==> config.mk <==
export PLATFORM = sky130hd
export DESIGN_NAME = iob2axi_ctrl_flat
export DESIGN_NICKNAME = d
export VERILOG_FILES = /design/src/rtl/iob2axi_ctrl_pkg.sv /design/src/rtl/iob2axi_ctrl_if.sv /design/src/rtl/iob2axi_burst_calc.sv /design/src/rtl/iob2axi_ctrl.sv /design/src/flat_wrapper.sv
export SDC_FILE = /design/constraint.sdc
export NUM_CORES = 1
export LEC_CHECK = 0
export CORE_MARGIN = 2
export CORE_UTILIZATION = 50
export CTS_BUF_LIST = sky130_fd_sc_hd__clkbuf_8
export DETAILED_ROUTE_END_ITERATION = 6
export GPL_TIMING_DRIVEN = 0
export PLACE_DENSITY_LB_ADDON = 0.3
export SLEW_MARGIN = 10
export SYNTH_ARGS = -nofsm -noshare
export SYNTH_HDL_FRONTEND = slang
export SYNTH_SLANG_ARGS = --single-unit
==> constraint.sdc <==
create_clock -name clk -period 6.1 [get_ports clk]
set_clock_uncertainty 0.2 [all_clocks]
set_input_delay 1.83 -clock clk [delete_from_list [all_inputs] [get_ports clk]]
set_output_delay 1.83 -clock clk [all_outputs]
set_load 0.05 [all_outputs]
==> src/rtl/iob2axi_ctrl_pkg.sv <==
// Shared types and constants for the iob2axi transfer sequencer.
// Build option: define IOB2AXI_CTRL_4K_EN to keep every burst inside one 4 KiB page.
package iob2axi_ctrl_pkg;

    localparam int AXI_LEN_W = 8;
    localparam int BEATS_W   = 9;

    typedef enum logic [2:0] {
        ST_IDLE = 3'd0,
        ST_CALC = 3'd1,
        ST_RUN  = 3'd2,
        ST_HOLD = 3'd3,
        ST_WAIT = 3'd4,
        ST_DONE = 3'd5
    } state_t;

    function automatic int log2_bpb(input int data_w);
        return $clog2(data_w / 8);
    endfunction

endpackage

==> src/rtl/iob2axi_ctrl_if.sv <==
// Descriptor and iob2axi control signals of the sequencer, bundled with master/slave views.
// Build option: none here; IOB2AXI_CTRL_4K_EN only changes burst sizing inside the slave.
interface iob2axi_ctrl_if #(
    parameter int ADDR_W = 32,
    parameter int CNT_W  = 16
);
    import iob2axi_ctrl_pkg::*;

    // Handshakes: a descriptor is taken when start=1 and busy=0 (start is the valid, !busy
    // the ready); a burst is launched by a one-cycle run pulse issued only while xfer_ready=1,
    // and completes on the next xfer_ready=1 seen after the cycle following run.
    logic                 start;
    logic                 dir;
    logic [ADDR_W-1:0]    addr;
    logic [CNT_W-1:0]     nbeats;
    logic                 busy;
    logic                 done;
    logic                 error;
    logic                 run;
    logic                 direction;
    logic [AXI_LEN_W-1:0] length;
    logic                 xfer_ready;
    logic                 xfer_error;
    logic [ADDR_W-1:0]    burst_addr;
    logic                 burst_valid;

    modport master (
        output start, dir, addr, nbeats, xfer_ready, xfer_error,
        input  busy, done, error, run, direction, length, burst_addr, burst_valid
    );

    modport slave (
        input  start, dir, addr, nbeats, xfer_ready, xfer_error,
        output busy, done, error, run, direction, length, burst_addr, burst_valid
    );

endinterface

==> src/rtl/iob2axi_burst_calc.sv <==
// Combinational size of the next burst: min of remaining beats, MAX_BURST and (optionally)
// the distance to the next 4 KiB page. Build option: IOB2AXI_CTRL_4K_EN adds the page term.
module iob2axi_burst_calc
    import iob2axi_ctrl_pkg::*;
#(
    parameter int CNT_W     = 16,
    parameter int DATA_W    = 32,
    parameter int MAX_BURST = 256
) (
    input  logic [CNT_W-1:0]   remaining,
    input  logic [11:0]        addr_lo,
    output logic [BEATS_W-1:0] beats
);

    localparam int LOG2_BPB = log2_bpb(DATA_W);

    logic [31:0] cap;

`ifdef IOB2AXI_CTRL_4K_EN
    logic [12:0] bytes_to_4k;
    logic [31:0] beats_to_4k;
`else
    logic unused_addr_lo;
    assign unused_addr_lo = ^addr_lo;
`endif

    always_comb begin
        cap = 32'(MAX_BURST);
`ifdef IOB2AXI_CTRL_4K_EN
        bytes_to_4k = 13'h1000 - {1'b0, addr_lo};
        beats_to_4k = 32'(bytes_to_4k >> LOG2_BPB);
        if (beats_to_4k < cap) cap = beats_to_4k;
`endif
        if (32'(remaining) < cap) cap = 32'(remaining);
        beats = BEATS_W'(cap);
    end

endmodule

==> src/rtl/iob2axi_ctrl.sv <==
// Transfer sequencer: splits one descriptor into AXI4 bursts and drives iob2axi run/length.
// Build option: IOB2AXI_CTRL_4K_EN (via iob2axi_burst_calc) forbids 4 KiB page crossings.
module iob2axi_ctrl
    import iob2axi_ctrl_pkg::*;
#(
    parameter int ADDR_W    = 32,
    parameter int DATA_W    = 32,
    parameter int CNT_W     = 16,
    parameter int MAX_BURST = 256
) (
    input  logic            clk,
    input  logic            rst_n,
    iob2axi_ctrl_if.slave   ifc,
    output state_t          dbg_state
);

    localparam int BPB      = DATA_W / 8;
    localparam int LOG2_BPB = log2_bpb(DATA_W);
    localparam logic [ADDR_W-1:0] ALIGN_MASK = ~ADDR_W'(BPB - 1);

    state_t               state_q, state_d;
    logic [ADDR_W-1:0]    addr_q, addr_d;
    logic [ADDR_W-1:0]    burst_addr_q, burst_addr_d;
    logic [CNT_W-1:0]     remaining_q, remaining_d, remaining_next;
    logic [BEATS_W-1:0]   beats_q, beats_d, beats_calc;
    logic [AXI_LEN_W-1:0] length_q, length_d;
    logic                 busy_q, busy_d;
    logic                 done_q, done_d;
    logic                 error_q, error_d;
    logic                 run_q, run_d;
    logic                 direction_q, direction_d;
    logic                 burst_valid_q, burst_valid_d;

    iob2axi_burst_calc #(
        .CNT_W     (CNT_W),
        .DATA_W    (DATA_W),
        .MAX_BURST (MAX_BURST)
    ) u_burst_calc (
        .remaining (remaining_q),
        .addr_lo   (addr_q[11:0]),
        .beats     (beats_calc)
    );

    always_comb begin
        state_d        = state_q;
        addr_d         = addr_q;
        burst_addr_d   = burst_addr_q;
        remaining_d    = remaining_q;
        beats_d        = beats_q;
        length_d       = length_q;
        busy_d         = busy_q;
        done_d         = 1'b0;
        error_d        = error_q;
        run_d          = 1'b0;
        direction_d    = direction_q;
        burst_valid_d  = burst_valid_q;
        remaining_next = remaining_q - CNT_W'(beats_q);

        case (state_q)
            ST_IDLE: begin
                if (ifc.start) begin
                    busy_d      = 1'b1;
                    error_d     = 1'b0;
                    direction_d = ifc.dir;
                    addr_d      = ifc.addr & ALIGN_MASK;
                    remaining_d = ifc.nbeats;
                    state_d     = (ifc.nbeats == '0) ? ST_DONE : ST_CALC;
                end
            end
            ST_CALC: begin
                beats_d       = beats_calc;
                length_d      = AXI_LEN_W'(beats_calc - BEATS_W'(1));
                burst_addr_d  = addr_q;
                burst_valid_d = 1'b1;
                state_d       = ST_RUN;
            end
            ST_RUN: begin
                if (ifc.xfer_ready) begin
                    run_d   = 1'b1;
                    state_d = ST_HOLD;
                end
            end
            // iob2axi still shows the stale ready here; it drops one cycle after run.
            ST_HOLD: state_d = ST_WAIT;
            ST_WAIT: begin
                if (ifc.xfer_ready) begin
                    addr_d        = addr_q + (ADDR_W'(beats_q) << LOG2_BPB);
                    remaining_d   = remaining_next;
                    burst_valid_d = 1'b0;
                    if (ifc.xfer_error) begin
                        error_d = 1'b1;
                        state_d = ST_DONE;
                    end else if (remaining_next == '0) begin
                        state_d = ST_DONE;
                    end else begin
                        state_d = ST_CALC;
                    end
                end
            end
            ST_DONE: begin
                done_d  = 1'b1;
                busy_d  = 1'b0;
                state_d = ST_IDLE;
            end
            default: state_d = ST_IDLE;
        endcase
    end

    always_ff @(posedge clk or negedge rst_n) begin
        if (!rst_n) begin
            state_q       <= ST_IDLE;
            addr_q        <= '0;
            burst_addr_q  <= '0;
            remaining_q   <= '0;
            beats_q       <= '0;
            length_q      <= '0;
            busy_q        <= 1'b0;
            done_q        <= 1'b0;
            error_q       <= 1'b0;
            run_q         <= 1'b0;
            direction_q   <= 1'b0;
            burst_valid_q <= 1'b0;
        end else begin
            state_q       <= state_d;
            addr_q        <= addr_d;
            burst_addr_q  <= burst_addr_d;
            remaining_q   <= remaining_d;
            beats_q       <= beats_d;
            length_q      <= length_d;
            busy_q        <= busy_d;
            done_q        <= done_d;
            error_q       <= error_d;
            run_q         <= run_d;
            direction_q   <= direction_d;
            burst_valid_q <= burst_valid_d;
        end
    end

    assign ifc.busy        = busy_q;
    assign ifc.done        = done_q;
    assign ifc.error       = error_q;
    assign ifc.run         = run_q;
    assign ifc.direction   = direction_q;
    assign ifc.length      = length_q;
    assign ifc.burst_addr  = burst_addr_q;
    assign ifc.burst_valid = burst_valid_q;
    assign dbg_state       = state_q;

endmodule

==> src/flat_wrapper.sv <==
// flat-port wrapper written by rule: the top's interface ports become plain ports
module iob2axi_ctrl_flat import iob2axi_ctrl_pkg::*;
#(
    parameter int ADDR_W    = 32,
    parameter int DATA_W    = 32,
    parameter int CNT_W     = 16,
    parameter int MAX_BURST = 256
)
  (clk, rst_n, dbg_state, ifc_start, ifc_dir, ifc_addr, ifc_nbeats, ifc_xfer_ready, ifc_xfer_error, ifc_busy, ifc_done, ifc_error, ifc_run, ifc_direction, ifc_length, ifc_burst_addr, ifc_burst_valid);
  iob2axi_ctrl_if #(.ADDR_W(ADDR_W), .CNT_W(CNT_W)) ifc_i ();
  input  logic clk;
  input  logic rst_n;
  output state_t dbg_state;
  input wire logic [$bits(ifc_i.start)-1:0] ifc_start;
  input wire logic [$bits(ifc_i.dir)-1:0] ifc_dir;
  input wire logic [$bits(ifc_i.addr)-1:0] ifc_addr;
  input wire logic [$bits(ifc_i.nbeats)-1:0] ifc_nbeats;
  input wire logic [$bits(ifc_i.xfer_ready)-1:0] ifc_xfer_ready;
  input wire logic [$bits(ifc_i.xfer_error)-1:0] ifc_xfer_error;
  output wire logic [$bits(ifc_i.busy)-1:0] ifc_busy;
  output wire logic [$bits(ifc_i.done)-1:0] ifc_done;
  output wire logic [$bits(ifc_i.error)-1:0] ifc_error;
  output wire logic [$bits(ifc_i.run)-1:0] ifc_run;
  output wire logic [$bits(ifc_i.direction)-1:0] ifc_direction;
  output wire logic [$bits(ifc_i.length)-1:0] ifc_length;
  output wire logic [$bits(ifc_i.burst_addr)-1:0] ifc_burst_addr;
  output wire logic [$bits(ifc_i.burst_valid)-1:0] ifc_burst_valid;
  assign ifc_i.start = ifc_start;
  assign ifc_i.dir = ifc_dir;
  assign ifc_i.addr = ifc_addr;
  assign ifc_i.nbeats = ifc_nbeats;
  assign ifc_i.xfer_ready = ifc_xfer_ready;
  assign ifc_i.xfer_error = ifc_xfer_error;
  assign ifc_busy = ifc_i.busy;
  assign ifc_done = ifc_i.done;
  assign ifc_error = ifc_i.error;
  assign ifc_run = ifc_i.run;
  assign ifc_direction = ifc_i.direction;
  assign ifc_length = ifc_i.length;
  assign ifc_burst_addr = ifc_i.burst_addr;
  assign ifc_burst_valid = ifc_i.burst_valid;
  iob2axi_ctrl #(.ADDR_W(ADDR_W), .DATA_W(DATA_W), .CNT_W(CNT_W), .MAX_BURST(MAX_BURST)) u_core (.clk(clk), .rst_n(rst_n), .ifc(ifc_i), .dbg_state(dbg_state));
endmodule
# Yosys cells after proc, flatten, opt, wreduce, memory -nomap -nowiden
# Index checks and enable logic that the tools add are counted.
[totals] register_bits=106 latchBits=0 ram_bits=0 mem_bits_ro=0 input_bits=54 output_inout_bits=49 memories=0
[classes] add_sub_neg=3 multipliers=0 div_mod_pow=0 order_cmp=1 n_eq_ne=9 n_shift=0 muxes=25 n_bitwise=0 reduce_logical=12
[ops] operator="2-to-1 mux 32 bit" n=2
[ops] operator="case mux 32 bit (2 select lines)" n=1
[ops] operator="adder 32 x 11 -> 32 bit" n=1
[ops] operator="zero test 16 bit" n=2
[ops] operator="2-to-1 mux 16 bit" n=2
[ops] operator="case mux 16 bit (2 select lines)" n=1
[ops] operator="2-to-1 mux 3 bit" n=6
[ops] operator="< comparator 16 x 9 -> 1 bit (second input constant)" n=1
[ops] operator="subtractor 16 x 9 -> 16 bit" n=1
[ops] operator="case mux 3 bit (5 select lines)" n=1
[ops] operator="2-to-1 mux 9 bit" n=1
[ops] operator="2-to-1 mux 1 bit" n=8
[ops] operator="inequality test 2 bit (second input constant)" n=4
[ops] operator="subtractor 8 x 1 -> 8 bit (second input constant)" n=1
[ops] operator="equality test 3 x 2 -> 1 bit (second input constant)" n=2
[ops] operator="equality test 3 bit (second input constant)" n=2
[ops] operator="case mux 1 bit (2 select lines)" n=3
[ops] operator="AND reduction 2 bit" n=3
[ops] operator="AND reduction 3 bit" n=2
[ops] operator="nonzero test 2 bit" n=3
[ops] operator="AND reduction 4 bit" n=1
[ops] operator="equality test 3 x 1 -> 1 bit (second input constant)" n=1
[ops] operator="zero test 3 bit" n=1

# Longest topological paths before layout
# Gate-level depths: netlist of run 1.
[depth] word_depth=6 mapped_depth=9 depth_no_buf=9

# Hierarchy
# From an unflattened synthesis of run 1, not the netlist that was laid out.
[hier_totals] hier_cells=700 area_unflattened_um2=5753.0
[by_module_without_submodules] module="iob2axi_ctrl" instances=1 cells_per_inst=679 area_per_inst_um2=5636.7 seq_area_each_um2=2552.4
[by_module_without_submodules] module="iob2axi_burst_calc" instances=1 cells_per_inst=21 area_per_inst_um2=116.4 seq_area_each_um2=0.0

# Least setup slack after synthesis of run 1
# OpenSTA, ideal clock, no wires.
[synth_path] path_kind="input -> register" from="input ifc_xfer_ready" to="register u_core.addr_q[20]" setup_ps=87 arrival_ps=2930 required_ps=5813 path_slack_ps=2884 stages=6 path_buffers=2 cell_sequence="mux2_2 > nand2_1 > clkbuf_1 > buf_1 > nand2_1 > o211ai_1"
[synth_between] elab_chain_len=2
[synth_rtl] item="start, declared" line_no="flat_wrapper.sv:18" rtl="input wire logic [$bits(ifc_i.xfer_ready)-1:0] ifc_xfer_ready;"
[synth_rtl] item="inequality test 2 bit (no line)"
[synth_rtl] item="AND reduction 3 bit (no line)"
[synth_rtl] item="end signal, assigned" line_no="iob2axi_ctrl.sv:125" rtl="addr_q <= addr_d;"
[synth_rtl] item="end, declared" line_no="iob2axi_ctrl.sv:22" rtl="logic [ADDR_W-1:0] addr_q, addr_d;"
# No other way between the ends.
# A chain may end at the register's enable or synchronous reset.

# Final worst setup path of run 1
[layout_path] from="input ifc_xfer_ready" to="register u_core.addr_q[23]"
# The elaborated chain is that of the path after synthesis.

==> run summary, run 1 <==
Tmin final: 3967 ps
Placer Congestion: 0.9318
Post-Place Setup Slack: 1793 ps
largest net degree at the start of global routing: 90
final WL: 19290 µm
fin crit share: 65.04%
Starting Density: 50.69%
GRT overflow: 0
Int Power: 0.002031 W
Slew Viols, Final: 0
Clock Sinks: 102
CP Launch Type: input port
first-pass GRT wire length: 30600 µm
Hold Vio Cnt, Final: 0
Post-synth EDFFs: 0
Seq pwr share: 29.9%
Syn Inst Count: 735
# IOs: 103
WL per Instance: 19.33 µm
worst slew pin tran: 972.2 ps
vias: 6187
P&R area growth vs syn: 23.46%
Initial DRC Count: 673
Overall Global Routing Usage: 30.70%
final setup vio count: 0
# rows: 40
clock share of power: 11.5%
latest clock arrival within the worst-skew pair: 400 ps
slew margin rel.: 34.95%
post-synthesis register bit count: 102
clk slew on worst S/H paths: 110 ps
Power Dens Cells: 566.2 mW/mm²
CP Data Arrival Time: 4050 ps
DRC Markers: 0
crit-path max FO: 10
mapped cell area: 0.006038 mm²
Multi-input gate area: 0.003232 mm²
highest-count cells in the layout ignoring fill and taps: nand2_1 (152), dfrtp_1 (102), clkdlybuf4s50_1 (97), nor2_1 (59), o21ai_0 (48)
Leak: 3.136 nW
PostCTS Resize Cnt: 0
Hold-fix buffers, CTS: 0
Post-DP HPWL: 13960 µm
nets: 921
sw frac: 51.89%
CP Data Required Time: 6180 ps
initial antenna violation count: 0
Logic pwr share: 58.6%
Primary FF master, synth: dfrtp_1
PnR worst setup slack: 2133 ps
Num CTS Buffers: 9
Pre-Repair DR Iteration Count: 6
status: finished, final reports clean
Async SR Flop Fraction: 100.0%
layout cell share with drive strength beyond 1: 4.700%
worst vdd ir: 0.3362 mV
CTS tree: yes
die width: 113.9 µm
Root Driver: clkbuf_8
Port-buffer cells: 98
Net Switching: 0.002190 W
Core ar.: 0.01191 mm²
vias per std cell: 6.199
Crit Path Class: in -> reg
vias in the first global route: 5787
die area: 0.01297 mm²
storage element area: 0.002552 mm²
post-layout util: 62.58%
clock buffer depth: 2
most common cell after layout, fill and taps aside: nand2_1
ANT cells: 0
Synth warnings: 0
hold crit path type: reg -> reg
max_cap viols: 0
Unique masters post-synth: 69
setup repair bufs after CTS: 0
CTS H-Tree Depth: 3
Seq/Total Area, Yosys: 42.27%
Mean Syn Cell Area: 8.215 µm²
crit path capture type: flip-flop
FILL cells: 1069
Die Y: 113.9 µm
unrepaired setup endpoints after global routing: no
Fmax: 0.2520 GHz
Detail Route Antenna Nets: 0
## stage by stage
stage                     hold WS [ps]  area [µm²]  std cells  TNS [ps]  total power [W]
final                            279.1        7455        998         0         0.004221
after global routing             303.6        7455        998         0         0.004502
after CTS                        287.3        7455        998         0         0.004177
after detailed placement         263.7        7236        982         0         0.003694
after global placement           259.4        7207        981    -89030         0.003629
after floorplan                  260.4        6042        736         0         0.002895
## cells by family after synthesis
logic type	share of synthesized area (%)
other	0.06210
buffers and inverters	4.268
xor gates and xnor gates	1.305
AOI/OAI and AO/OA	21.07
muxes	0.5387
DFF	42.27
and+or+nand+nor	25.88
adders and majority gates	4.600
## routing by layer
metal / GRT usage, % / vias to the layer above / share of wire (%)
met5: 0 / - / 0
met4: 11.22 / 0 / 2.6
met3: 7.067 / 50 / 9.1
met2: 46.27 / 341 / 45
met1: 43.56 / 2950 / 43
li1: - / 2846 / -
## state kept, by name, indices dropped and copies added, names as in the netlist
name,cells
u_core.ifc.busy,1
u_core.ifc.run,1
u_core.addr_q,30
u_core.dbg_state,3
u_core.ifc.done,1
u_core.beats_q,9
u_core.ifc.length,8
u_core.ifc.direction,1
u_core.ifc.error,1
u_core.remaining_q,16
u_core.ifc.burst_valid,1
u_core.ifc.burst_addr,30
## synthesized netlist by cell type (5+ instances only)
cell,n,share of area [%]
nand2_1,152,9.4
dfrtp_1,102,42
nor2_1,59,3.7
o21ai_0,48,4.0
a21oi_1,42,3.5
clkbuf_1,33,2.1
nor3_1,27,2.2
nand3_1,24,2.0
inv_1,23,1.4
ha_1,19,3.9
a31oi_1,18,1.9
a211oi_1,15,1.9
or3_1,14,1.5
and3_1,11,1.1
nand4_1,10,1.0
a21o_1,8,0.99
nor4_1,8,0.83
o22ai_1,7,0.73
o211ai_1,6,0.75
o21a_1,6,0.75
a22oi_1,5,0.62
buf_2,5,0.41
nand2b_1,5,0.52
nor2b_1,5,0.52
xor2_1,5,0.73
## layout make-up
| cell class | instances | share of cell area (%) |
|---|---|---|
| plain buffers | 42 | 2.299 |
| well taps | 147 | 2.467 |
| clock buffers | 12 | 2.216 |
| multi-input cells | 569 | 43.35 |
| flip-flops and latches | 102 | 34.24 |
| inverters | 23 | 1.158 |
| clock inverters | 4 | 0.7217 |
| repair buffers | 99 | 13.54 |
## power by group through the flow
| stage | Clock [W] | Sequential (W) | Combinational, W |
|---|---|---|---|
| 2_1_floorplan | 0 | 0.00163 | 0.00126 |
| 3_3_place_gp | 0 | 0.00125 | 0.00238 |
| 3_5_place_dp | 0 | 0.00127 | 0.00243 |
| 4_1_cts | 0.000482 | 0.00125 | 0.00244 |
| 5_1_grt | 0.000512 | 0.00130 | 0.00269 |
| 6_report | 0.000483 | 0.00126 | 0.00247 |
## worst paths after layout
check                                               from                       end  slack [ps]  cells after the start
max in group asynchronous                          rst_n         u_core.addr_q[12]        4010                      2
min in group asynchronous                          rst_n     u_core.remaining_q[6]        1030                      1
worst min register to register  u_core.ifc.burst_addr[6]  u_core.ifc.burst_addr[6]         280                      2
worst min-delay path            u_core.ifc.burst_addr[6]  u_core.ifc.burst_addr[6]         280                      2
worst max-delay path                      ifc_xfer_ready         u_core.addr_q[23]        2130                      8
worst max register to register     u_core.remaining_q[9]      u_core.ifc.length[6]        2920                      9
## worst max-delay path: stages
cell and delay (ps):
clkdlybuf4s50_1 610, mux2_2 230, and2_0 120, clkbuf_1 170, clkbuf_1 460, nand2_1 300
o311ai_0 210, nand2_1 110
(Power assumes the default switching activity.)
==> run 2: changes to the inputs <==
clock period = 3.86 ns   (was 6.1 ns; I/O delays follow)
==> results of run 2 <==
Same layout as run 1 (identical final DEF). Status: finished, final reports clean.
Among the figures that moved: setup slack after placement 1793 ps -> 224.8 ps; setup slack after layout 2133 ps -> 564.5 ps; register-to-register setup slack 2920 ps -> 680 ps; total power 0.004221 W -> 0.006670 W; worst IR drop on VDD 0.3362 mV -> 0.5313 mV
==> run 3: changes to the inputs <==
ABC_CLOCK_PERIOD_IN_PS = 3860   (was default)
GPL_TIMING_DRIVEN = default   (was 0)
==> run summary, run 3 (same netlist as run 1, synthesis figures left out) <==
status: finished, final reports clean
CP max stage cell: clkdlybuf4s50_1
CP Data Required Time: 2500 ps
Tmin final: 3296 ps
nets: 888 (-3.6%)
Critical path buffers and inverters: 1 (-2)
Power Dens Cells: 869.3 mW/mm²
ANT cells: 0 (unchanged)
# rows: 40 (unchanged)
first-pass GRT wire length: 27660 µm (-9.6%)
worst slew pin tran: 928.9 ps (-43.37 ps)
final setup vio count: 0 (unchanged)
Hold EP: u_core.ifc.burst_addr[17]
Post-DP HPWL: 11890 µm (-15%)
CP Launch Type: flip-flop
die width: 113.9 µm (unchanged)
Port-buffer cells: 98 (unchanged)
Detail Route Antenna Nets: 0 (unchanged)
reg2reg setup slack: 970 ps
fin crit share: 85.38%
CTS H-Tree Depth: 3 (unchanged)
post-route cell area: 0.007297 mm² (-2.1%)
largest net degree at the start of global routing: 61 (-32%)
final WL: 16590 µm (-14%)
layout cell share with drive strength beyond 1: 5.012% (+0.31 points)
Max stage delay on crit path: 900 ps (+290 ps)
Overall Global Routing Usage: 26.52% (-4.2 points)
top cell family by delay on the critical path: buffers and inverters
Hold Vio Cnt, Final: 0 (unchanged)
latest clock arrival within the worst-skew pair: 380 ps (-20 ps)
vias: 5809 (-6.1%)
Initial DRC Count: 515 (-23%)
WL per Instance: 17.19 µm (-11%)
clock buffer depth: 2 (unchanged)
worst hold path cell count: 2 (unchanged)
hold crit path type: reg -> reg
crit-path max FO: 16 (+6)
# IOs: 103 (unchanged)
worst vdd ir: 0.5721 mV
Crit. Startpoint: u_core.dbg_state[2]
hold_sp: u_core.ifc.burst_addr[17]
RR Endpoint: u_core.addr_q[24]
highest-count cells in the layout ignoring fill and taps: nand2_1 (152), dfrtp_1 (102), clkdlybuf4s50_1 (97), nor2_1 (58), o21ai_0 (48)
Root Driver: clkbuf_8
clk slew on worst S/H paths: 110 ps (about the same)
worst reg-to-reg path cell count: 8 (-1)
crit path capture type: output pin
unrepaired setup endpoints after global routing: no
GRT overflow: 0 (unchanged)
Pre-Repair DR Iteration Count: 5 (-1)
Die Y: 113.9 µm (unchanged)
Placer Congestion: 0.8786 (-5.7%)
max_cap viols: 0 (unchanged)
Clock Sinks: 102 (unchanged)
Fmax: 0.3034 GHz
RR Startpoint: u_core.beats_q[1]
Num CTS Buffers: 9 (unchanged)
initial antenna violation count: 0 (unchanged)
Starting Density: 50.69% (unchanged)
Hold-fix buffers, CTS: 0 (unchanged)
P&R area growth vs syn: 20.85%
CTS tree: yes
DRC Markers: 0 (unchanged)
Leak: 3.084 nW (-1.6%)
Core ar.: 0.01191 mm² (unchanged)
crit path cell chain: clkdlybuf4s50_1
Crit Path Class: reg -> out
slew margin rel.: 38.01% (+3.1 points)
DP Area: 0.007123 mm² (-1.6%)
die area: 0.01297 mm² (unchanged)
CP Data Arrival Time: 1940 ps
vias in the first global route: 5655 (-2.3%)
setup repair bufs after CTS: 0 (unchanged)
PostCTS Resize Cnt: 0 (unchanged)
vias per std cell: 6.020 (-2.9%)
most common cell after layout, fill and taps aside: nand2_1
Slew Viols, Final: 0 (unchanged)
Setup TNS Final: 0 ps (unchanged)
run 3: changes by cell type in the layout (fill, tap and decap cells not counted), sizes merged:
cell	change
inv	+4
clkinv	-1
bufinv	-1
clkbuf	-36
clkinvlp	+1
run 3: final cells by class:
| cell class | instances | area, µm² |
|---|---|---|
| Timing Repair Buffer | 108 | 1066 |
| Sequential cell | 102 | 2552 |
| Tap cell | 147 | 183.9 |
| Fill cell | 1099 | 4614 |
| Inverter | 23 | 86.33 |
| Multi-Input combinational cell | 569 | 3234 |
| Clock buffer | 9 | 123.9 |
| Clock inverter | 7 | 50.05 |
run 3: how the worst max path moves through the flow:
stage	to	slack, ps	depth (start not counted)
final	dbg_state[2]	560	1
after global routing	dbg_state[2]	490	1
after CTS	dbg_state[2]	570	1
after detailed placement	u_core.addr_q[18]	610	6
after global placement	u_core.addr_q[18]	620	6
after floorplan	u_core.ifc.length[4]	1250	9
run 3: per-stage QoR:
step / total power (W) / std cells / utilization [%] / setup slack (ps) / hold slack [ps]
floorplan: 0.004575 / 736 / - / 1250 / 260.4
global route: 0.006824 / 965 / 61.26 / 494.2 / 307.7
finish: 0.006343 / 965 / 61.26 / 564.4 / 287.1
CTS: 0.006327 / 965 / 61.26 / 573.4 / 287.2
detailed placement: 0.005681 / 949 / 59.80 / 607.1 / 261.5
global placement: 0.005576 / 949 / 59.80 / 616.1 / 256.8
run 3: report_power, final:
group,total (W),switching (W),internal [W]
registers,0.00203,0.000500,0.00153
clock network,0.000638,0.000401,0.000237
logic,0.00367,0.00237,0.00130
run 3: routing by layer:
| layer | vias up | track usage (%) | wire length [µm] | share of wire [%] |
|---|---|---|---|---|
| met5 | - | 0 | 0 | 0 |
| met4 | 0 | 7.642 | 252 | 1.5 |
| met3 | 24 | 5.101 | 1066 | 6.4 |
| met2 | 216 | 42.40 | 7825 | 47 |
| met1 | 2796 | 37.00 | 7446 | 45 |
| li1 | 2773 | - | - | - |
==> RTL change 1 (config.mk and constraints of run 2) <==
The option `IOB2AXI_CTRL_4K_EN` is turned on by a define.
--- a/src/rtl/iob2axi_burst_calc.sv
+++ b/src/rtl/iob2axi_burst_calc.sv
@@ -2,2 +2,4 @@
 // the distance to the next 4 KiB page. Build option: IOB2AXI_CTRL_4K_EN adds the page term.
+`define IOB2AXI_CTRL_4K_EN
+
 module iob2axi_burst_calc
Formal check against the unedited RTL: not equivalent (Yosys sat finds a counterexample within 4 cycles, from zero or initial values and one cycle with rst_n low).
==> RTL change 1 against run 2 <==
  * The run now ends with setup timing left
  * Routed wire length grew 5.1%
  * Global-route usage fell by 1.6 points
  * Sequential cell count did not move
  * Combinational power up 32%
  * Design area increased by 12%
  * Synthesized area is 6.7% higher
  * Synthesized cell count grew 7.8%
  * Worst setup slack got worse by 1.1 ns
  * Power rose by 19%
  * First-iteration DRC count grew 16%
  * Critical endpoint is now u_core.ifc.length[6]
==> RTL change 1: results (changes against run 2) <==
metric	value	unit	change
outcome	finished with violations		
violations	setup timing		
irDropWorstVdd	0.5174	mV	-2.6%
globalRouteMet1Util	37.40	%	-6.2 points
seq_area_frac_synth	39.60	%	-2.7 points
via_per_inst	5.941		-4.2%
criticalPathCategory	register to register		
worst-r2r-cell-count	19		+10
critPathMaxFanout	7		-3
drive_above_1_share	11.00	%	+6.3 points
wl_per_cell	18.30	µm	-5.3%
place_congestion	1.005		+7.8%
nNetsFinal	1017		+10%
use_met2	47.73	%	+1.5 points
dp_hpwl	14.21	mm	+1.8%
setup_viol	16		+16
grtUsageMet3	6.831	%	-0.24 points
drt_first_pass_iters	6		unchanged
ys_top_cells_by_count	nand2_1, dfrtp_1, nor2_1		
grt_max_degree	64		-29%
total_leakage_power	3.561	nW	+14%
synthCells	792		+7.8%
grt_pass1_vias	6301		+8.9%
hold_class	register to register		
num_vias	6583		+6.4%
synth_cell_types	72		+4.3%
fill_cells	1048		-2.0%
synthTopCellsByArea	dfrtp_1, nand2_1, ha_1		
grt_pass1_wl	32.23	mm	+5.3%
cts_max_level	3		unchanged
worst_r2r_startpoint	u_core.addr_q[8]		
min_from	u_core.ifc.length[3]		
fin_ws	-0.5676	ns	-1.132 ns
critPathArrivalTime	4.48	ns	+1.10 ns
grt.total_usage	29.10	%	-1.6 points
placedCellCount	1064		+8.4%
drt-initial-drc-count	784		+16%
worst_slew_pin_slew	0.8163	ns	-0.1560 ns
synth_warnings	0		unchanged
==> RTL change 1: critical path: stages, from the launching register on <==
cell and delay [ns]:
dfrtp_2 0.48, or4_4 0.57, o211a_4 0.28, or2_4 0.27, buf_8 0.14, nand2_4 0.06, ha_4 0.20, a21oi_2 0.14
nand2_1 0.08, a221o_1 0.34, a221oi_4 0.29, o21ai_4 0.15, mux2_4 0.35, ha_4 0.18, nand2_4 0.07, nor3_2 0.05
xnor2_1 0.16, nor2_1 0.05, a21oi_1 0.12, o21ai_1 0.08
==> RTL change 1: layout make-up <==
type / instances / area [µm²] / share of cell area, %
Clock buffer: 10 / 137.6 / 1.651
Multi-Input combinational cell: 621 / 3826 / 45.90
Tap cell: 172 / 215.2 / 2.581
Timing Repair Buffer: 129 / 1246 / 14.95
Sequential cell: 102 / 2557 / 30.68
Buffer: 46 / 211.5 / 2.536
Inverter: 23 / 88.84 / 1.066
Clock inverter: 5 / 53.80 / 0.6454
==> RTL change 1: per-layer routing <==
| layer | vias up | routed length, µm |
|---|---|---|
| met5 | - | 0 |
| met1 | 3134 | 8278 |
| met3 | 64 | 1674 |
| met2 | 313 | 9572 |
| li1 | 3072 | - |
| met4 | 0 | 752 |
==> RTL change 1: worst paths after layout <==
check,endpoint,slack (ns)
setup / recovery,u_core.ifc.length[6],-0.57
hold / removal,u_core.ifc.length[3],0.28
setup reg to reg,u_core.ifc.length[6],-0.57
hold reg to reg,u_core.ifc.length[3],0.28
max in group asynchronous,u_core.dbg_state[0],2.36
min in group asynchronous,u_core.ifc.length[7],0.47
==> RTL change 1: metrics by stage <==
step                setup WS (ns)  total power [mW]  TNS, ns  instance area (µm²)
finish                    -0.5676             7.935   -3.386                 8337
global route              -0.7127             8.459   -5.198                 8337
CTS                       -0.5970             7.693   -3.923                 8209
detailed placement        -0.7836             6.775   -4.841                 7800
global placement           -2.851             6.688  -256.19                 7771
floorplan                 -0.4444             5.380   -1.130                 6575
==> RTL change 1: repair_timing <==
item / in CTS / in global routing
resized for setup: 15 / 20
pin swaps: 11 / 11
setup endpoints to repair: 17 / 17
buffers inserted: 20 / 10
==> RTL change 1: kinds of logic (layout without fill, tap and decap cells) <==
kind of cell	Yosys count	in the layout	share of synthesized area, %
compound gates	212	212	21.04
xor+xnor	23	23	3.126
fa+ha+maj	31	31	6.251
buf+inv	70	213	4.504
flops	102	102	39.60
mux	11	11	1.903
other cells	2	3	0.1165
simple gates	341	341	23.45
==> RTL change 1: power by group <==
group	leakage (nW)	internal [mW]	switching [mW]
Combinational	2.24	1.99	3.17
Sequential	1.22	1.57	0.516
Clock	0.101	0.311	0.377
==> RTL change 2 (config.mk and constraints of run 2) <==
Without the edit above. `addr_q` no longer has a reset.
--- a/src/rtl/iob2axi_ctrl.sv
+++ b/src/rtl/iob2axi_ctrl.sv
@@ -111,3 +111,2 @@
             state_q       <= ST_IDLE;
-            addr_q        <= '0;
             burst_addr_q  <= '0;
@@ -124,3 +123,2 @@
             state_q       <= state_d;
-            addr_q        <= addr_d;
             burst_addr_q  <= burst_addr_d;
@@ -136,2 +134,6 @@
         end
+    end
+
+    always_ff @(posedge clk) begin
+        addr_q <= addr_d;
     end
Function: same outputs for any inputs over 10 cycles, from zero or initial values and one cycle with rst_n low; that may be too few to reach the edited logic, so the function may still have changed.
==> RTL change 2 against run 2 <==
  * Design area down 2.0%
  * Hold slack better by 0.0036 ns
  * Synthesized area down 2.2%
  * Maximum frequency down 3.6%
  * Sequential cell count unchanged
  * Power down 11%
  * Highest routed layer unchanged
  * Worst setup slack worse by 0.12 ns
  * Routed wire length down 14%
  * Largest cell class unchanged
==> RTL change 2: results (changes against run 2) <==
metric	value	unit	change
dp_slack	0.09396	ns	-0.1308 ns
signal_buffers	138		-2.1%
pg_clk	0.705	mW	-7.7%
multi_input_gates	506		-11%
n_all_inverters	24		+4.3%
place_area	7106	µm²	-1.8%
irDropWorstVdd	0.5248	mV	-1.2%
globalRouteMet1Util	36.72	%	-6.8 points
fin_cells	929		-6.9%
area_share_clock_buf_inv	2.740	%	-0.20 points
port_buffers	97		-1.0%
synthTopCellsByArea	dfrtp_1, edfxtp_1, nand2_1		
seqCellArea	2703	µm²	+5.9%
grt_pass1_wl	27.00	mm	-12%
slowest_stage	o41ai_1		
outcome	finished, final reports clean		
multi_input_area_share	40.45	%	-2.9 points
area_delta_synth_final	23.71	%	
total_leakage_power	2.993	nW	-4.5%
critPathArrivalTime	3.46	ns	+0.08 ns
placedCellCount	913		-7.0%
ys_top_cells_by_count	nand2_1, dfrtp_1, o21ai_0		
met3_wirelength	1.283	mm	-27%
switching_share	48.93	%	-3.0 points
synth_edf_count	30		+30
grtUsageMet3	7.073	%	about the same
pwr-share-clk	11.9	%	+0.4 points
drt_wl_total	16.55	mm	-14%
hold_path_end	u_core.ifc.burst_addr[10]		
fin_worst_hold_slack	0.2827	ns	+0.003608 ns
drive_above_1_share	5.725	%	+1.0 points
dp_hpwl	12.24	mm	-12%
buf_share	16.13	%	+0.29 points
use_met2	42.71	%	-3.6 points
async_flop_share	70.59	%	-29 points
min_from	u_core.ifc.burst_addr[10]		
rr_endpoint	u_core.addr_q[16]		
-- RTL change 2: kinds of logic after synthesis --
kind of cell / after synthesis / share of synthesized area, %
adder cells (fa/ha/maj): 21 / 4.703
other: 1 / 0.06350
AND/OR/NAND/NOR: 290 / 22.54
multiplexers: 4 / 0.7627
flip-flops: 102 / 45.76
AO/OA/AOI/OAI: 164 / 18.20
XOR/XNOR: 25 / 3.708
buffers and inverters: 63 / 4.258
-- RTL change 2: how the worst max path moves through the flow --
stage / slack [ns] / cells past startpoint / endpoint / startpoint
global placement: -1.20 / 1 / u_core.ifc.burst_addr[19] / rst_n
finish: 0.44 / 11 / u_core.addr_q[16] / u_core.addr_q[2]
CTS: 0.51 / 8 / u_core.remaining_q[2] / ifc_start
detailed placement: 0.09 / 8 / u_core.remaining_q[2] / ifc_start
global route: 0.21 / 11 / u_core.addr_q[16] / u_core.addr_q[2]
floorplan: 0.54 / 4 / u_core.addr_q[10] / ifc_xfer_ready
